===== src/rtl/shift_rows_pipe.sv =====
// AES ShiftRows / InvShiftRows over an NB-column state, selectable per block.
// Latency: 1 cycle from the acceptance edge to out_valid (output register empty or draining).
// Backpressure: output register plus one skid register; in_ready is registered and
// drops only once the skid register holds a block.
//
// Ports:
//   clk, rst_n            rising-edge clock, synchronous active-low reset
//   in_valid/in_ready     input handshake; in_inv selects inverse mode for that block
//   in_data [32*NB]       input state, byte (r,c) at bits [8*(4c+r) +: 8]
//   out_valid/out_ready   output handshake; out_data is zero while out_valid=0
//   blk_cnt [32]          saturating accepted-block count (only with SHIFTROWS_CNT_EN)
//
// Build option: define SHIFTROWS_CNT_EN to add the blk_cnt port and counter.
module shift_rows_pipe #(
    parameter int NB = 4
) (
    input  logic             clk,
    input  logic             rst_n,
    input  logic             in_valid,
    output logic             in_ready,
    input  logic             in_inv,
    input  logic [32*NB-1:0] in_data,
    output logic             out_valid,
    input  logic             out_ready,
    output logic [32*NB-1:0] out_data
`ifdef SHIFTROWS_CNT_EN
    ,
    output logic [31:0]      blk_cnt
`endif
);

    localparam int W = 32 * NB;

    if (NB != 4 && NB != 6 && NB != 8) begin : g_bad_nb
        $error("shift_rows_pipe: NB must be 4, 6 or 8");
    end

    // Row r of the state is rotated left by s(r) columns (forward) or right
    // by s(r) (inverse). Only the 8-column state uses offsets 0,1,3,4.
    function automatic logic [W-1:0] shift_rows(input logic [W-1:0] d, input logic inv);
        logic [W-1:0] res;
        int           s;
        int           src;
        res = '0;
        for (int r = 0; r < 4; r++) begin
            s = (NB == 8 && r >= 2) ? r + 1 : r;
            for (int c = 0; c < NB; c++) begin
                src = inv ? (c - s + NB) % NB : (c + s) % NB;
                res[8*(4*c+r) +: 8] = d[8*(4*src+r) +: 8];
            end
        end
        return res;
    endfunction

    logic         out_vld_q, out_vld_d;
    logic [W-1:0] out_dat_q, out_dat_d;
    logic         skid_vld_q, skid_vld_d;
    logic [W-1:0] skid_dat_q, skid_dat_d;
    logic         in_rdy_q, in_rdy_d;
    logic         accept;
    logic         consume;
    logic [W-1:0] xform;

    always_comb begin
        accept     = in_valid & in_rdy_q;
        consume    = out_vld_q & out_ready;
        xform      = shift_rows(in_data, in_inv);
        out_vld_d  = out_vld_q;
        out_dat_d  = out_dat_q;
        skid_vld_d = skid_vld_q;
        skid_dat_d = skid_dat_q;

        if (skid_vld_q) begin
            // in_ready is low while the skid is full, so nothing is accepted here.
            if (consume) begin
                out_vld_d  = 1'b1;
                out_dat_d  = skid_dat_q;
                skid_vld_d = 1'b0;
                skid_dat_d = '0;
            end
        end else if (!out_vld_q || consume) begin
            // Output register free this edge: load directly, or go idle with zeroed data.
            out_vld_d = accept;
            out_dat_d = accept ? xform : '0;
        end else if (accept) begin
            // Output stalled: park the new block in the skid register.
            skid_vld_d = 1'b1;
            skid_dat_d = xform;
        end

        in_rdy_d = ~skid_vld_d;
    end

    always_ff @(posedge clk) begin
        if (!rst_n) begin
            out_vld_q  <= 1'b0;
            out_dat_q  <= '0;
            skid_vld_q <= 1'b0;
            skid_dat_q <= '0;
            // Held low during reset so nothing can handshake; rises on the first
            // edge after release.
            in_rdy_q   <= 1'b0;
        end else begin
            out_vld_q  <= out_vld_d;
            out_dat_q  <= out_dat_d;
            skid_vld_q <= skid_vld_d;
            skid_dat_q <= skid_dat_d;
            in_rdy_q   <= in_rdy_d;
        end
    end

    assign in_ready  = in_rdy_q;
    assign out_valid = out_vld_q;
    assign out_data  = out_dat_q;

`ifdef SHIFTROWS_CNT_EN
    logic [31:0] blk_cnt_q, blk_cnt_d;

    always_comb begin
        blk_cnt_d = blk_cnt_q;
        if (accept && blk_cnt_q != 32'hFFFF_FFFF) begin
            blk_cnt_d = blk_cnt_q + 32'd1;
        end
    end

    always_ff @(posedge clk) begin
        if (!rst_n) begin
            blk_cnt_q <= '0;
        end else begin
            blk_cnt_q <= blk_cnt_d;
        end
    end

    assign blk_cnt = blk_cnt_q;
`endif

endmodule

===== config.mk =====
export PLATFORM = sky130hd
export DESIGN_NAME = shift_rows_pipe
export DESIGN_NICKNAME = d
export VERILOG_FILES = /design/src/rtl/shift_rows_pipe.sv
export SDC_FILE = /design/constraint.sdc
export NUM_CORES = 1
export LEC_CHECK = 0
export BUFFER_PORTS_ARGS = -buffer_cell sky130_fd_sc_hd__buf_2
export CORE_ASPECT_RATIO = 1.1
export CORE_MARGIN = 4
export CORE_UTILIZATION = 45
export DETAILED_ROUTE_END_ITERATION = 7
export PLACE_DENSITY = 0.78
export REMOVE_ABC_BUFFERS = 1
export SLEW_MARGIN = 20
export SYNTH_ARGS = -nofsm -noshare
export SYNTH_HDL_FRONTEND = slang
export SYNTH_SLANG_ARGS = --single-unit
export TNS_END_PERCENT = 20

===== constraint.sdc =====
create_clock -name clk -period 2.9 [get_ports clk]
set_clock_uncertainty 0.15 [all_clocks]
set_input_delay 0.435 -clock clk [delete_from_list [all_inputs] [get_ports clk]]
set_output_delay 0.435 -clock clk [all_outputs]
set_load 0.02 [all_outputs]

==> results.json <==
{
  "yosys.area_share.simple": 0.0967,
  "dr.pass1.iters": 5,
  "place.gp.congestion": 0.785,
  "critical_path.endpoint_type": "flip-flop",
  "cts-htree-levels": 1,
  "critPathKind": "reg -> reg",
  "synth_warnings": 0,
  "clkSinkCount": 259,
  "cts_setup_buffers": 0,
  "status": "complete, no violations",
  "std_cell_rows": 60,
  "coreArea_um2": 24400,
  "timing.hold.ws_ns": 0.108,
  "setup_slack_ns": 0.725,
  "cts_made_buffers": 26,
  "synth_top_area_frac": 0.467,
  "hpwl_um": 18900,
  "pwr_density_cell_nw_per_um2": 601,
  "synth_compound_area_frac": 0.306,
  "grt_pass1_vias": 10500,
  "synth-seq-area-share": 0.467,
  "vias": 10600,
  "die-width_um": 158,
  "final_area_um2": 13900,
  "relSlewSlack": 0.512,
  "max_freq_mhz": 460,
  "maxCapViolCount": 0,
  "grt_setup_unrepaired": "no",
  "dp_slack_ns": 0.777,
  "ctsResizeCount": 0,
  "grt_usage": 0.234,
  "cts_root_buf": "clkbuf_16",
  "synthToLayoutAreaGrowth_pct": 25.2,
  "wl_per_cell_um": 19.6,
  "synth-edff-count": 0,
  "ir_drop_mv": 0.375,
  "netlist-cell-type-count": 31,
  "io-pin-count": 263,
  "ys_ff_latch": 259,
  "grt_pass1_wl_um": 53900,
  "clkTransAtPathRegs_ns": 0.06,
  "grt_max_degree": 131,
  "ys.flop_type": "dfxtp_1",
  "cts_max_path_buffers": 3,
  "fin_util": 0.570,
  "fin_crit_ns": 2.18,
  "slew_violations": 0,
  "critPathMaxFanout": 37,
  "tritoncts": "built",
  "nNetsFinal": 1535,
  "yosysTopAreaCell": "dfxtp_1",
  "setup_violations": 0,
  "p_leak_nw": 5.39,
  "netlist_area_um2": 11100,
  "worst_pin_slew_ns": 0.732,
  "synthXorXnorAreaFrac": 0,
  "ant_nets": 0,
  "dieArea_um2": 27300,
  "drt_iter0_markers": 1200,
  "drive_gt1_frac": 0.275,
  "async_flop_share": 0,
  "io_buffers": 262,
  "grt-ovfl-total": 0,
  "initial_core_util": 0.455,
  "routed_wl_um": 34000,
  "yosys-top-cells-area": "dfxtp_1 (47%), o31ai_1 (12%), nand2_1 (5.8%)",
  "hold_viol": 0,
  "clock_latency_ns": 0.52,
  "synthMuxAreaShare": 0.0636,
  "antenna_found_initial": 3,
  "drc": 0,
  "die_h_um": 173,
  "synth_top_family_by_area": "compound AO/OA/AOI/OAI gates",
  "synthAdderAreaFrac": 0,
  "cp.arrival_ns": 2.44,
  "critPathLaunchType": "flip-flop",
  "hp-class": "in -> reg",
  "avgSynthCellArea_um2": 9.42,
  "fin_tns_setup_ns": 0,
  "crit_required_ns": 3.17,
  "placed_area_um2": 12400,
  "synth_cells": 1179,
  "fin_crit_sh": 0.750,
  "viasPerCell": 6.15
}
[what timing repair did]
item | in CTS | in global routing
endpoints found under the setup margin | 0 | 0
hold buffers | 64 | 0
hold endpoints to repair | 64 | 0
[cells by family (layout without fill, tap and decap cells)]
group	Yosys count	after routing
other	0	1
AOI/OAI and AO/OA	464	464
muxes	64	64
and+or+nand+nor	239	239
DFF	259	259
buffers and inverters	153	394
[worst paths after layout]
check,end,slack (ns),cells after the start,start
worst max-delay path,in_ready$_SDFF_PN0_,0.72,4,out_valid$_SDFFE_PN0P_
worst min-delay path,skid_dat_q[120]$_SDFFE_PN0P_,0.11,3,in_data[88]
worst max register to register,in_ready$_SDFF_PN0_,0.72,4,out_valid$_SDFFE_PN0P_
worst min register to register,skid_dat_q[122]$_SDFFE_PN0P_,0.30,2,skid_dat_q[122]$_SDFFE_PN0P_
[sequential cells by signal, indices dropped and copies added (netlist names)]
name	flops
out_data	128
skid_dat_q	128
in_ready	1
out_valid	1
skid_vld_q	1
[cells in the mapped netlist (2+ instances only)]
| cell | n |
|---|---|
| nor2_1 | 2 |
| mux2i_1 | 11 |
| a22oi_1 | 64 |
| and2_1 | 4 |
| o31ai_1 | 181 |
| dfxtp_1 | 259 |
| clkbuf_1 | 84 |
| nand4_1 | 53 |
| nand2_1 | 171 |
| buf_6 | 14 |
| o22ai_1 | 11 |
| buf_4 | 4 |
| a31oi_1 | 53 |
| buf_1 | 7 |
| a32o_1 | 64 |
| mux2_2 | 53 |
| o21a_1 | 2 |
| a21oi_1 | 75 |
| buf_2 | 43 |
| nor3b_1 | 2 |
| and3_1 | 2 |
| a2bb2oi_1 | 11 |
[routing by layer]
layer | vias to the layer above | part of all wire | GRT usage
met4 | 4 | 0.017 | 0.0581
met5 | - | 0.00076 | 0
li1 | 4991 | - | -
met2 | 512 | 0.48 | 0.393
met1 | 5088 | 0.41 | 0.304
met3 | 51 | 0.091 | 0.0521
[stage by stage]
step / instances / total power [W]
CTS: 1730 / 0.00842
global placement: 1619 / 0.00494
detailed placement: 1620 / 0.00495
floorplan: 1027 / 0.00445
finish: 1731 / 0.00836
global route: 1731 / 0.00868
[report_power, final]
part | total [W] | internal [W] | switching, W
combinational | 0.00118 | 0.000447 | 0.000731
sequential | 0.00379 | 0.00370 | 0.0000822
clock | 0.00340 | 0.00200 | 0.00140
total | 0.00836 | 0.00615 | 0.00221
[critical path, stage by stage, from the launching register on]
cell and delay [ns]:
dfxtp_1 0.53, and3_2 0.58, buf_4 0.48, nor2_1 0.10
o21a_1 0.19
[cells in the final DEF, fill, tap and decap left out, types with 27 or more instances in the layout]
| cell type | n |
|---|---|
| a21oi_1 | 75 |
| a22oi_1 | 64 |
| a31oi_1 | 53 |
| a32o_1 | 64 |
| buf_2 | 261 |
| clkbuf_16 | 27 |
| dfxtp_1 | 258 |
| dlygate4sd3_1 | 64 |
| mux2_2 | 53 |
| nand2_1 | 171 |
| nand4_1 | 53 |
| o31ai_1 | 181 |
[layout make-up]
| cell class | count | area [µm²] |
|---|---|---|
| fill | 2046 | 10500 |
| multi-input combinational | 767 | 5200 |
| sequential | 259 | 5190 |
| timing repair buffer | 347 | 2260 |
| clock buffer | 36 | 759 |
| tap | 310 | 388 |
| clock inverter | 10 | 106 |
| inverter | 1 | 3.75 |
| antenna | 1 | 2.50 |
No activity file was read; power rests on OpenSTA's default activity.
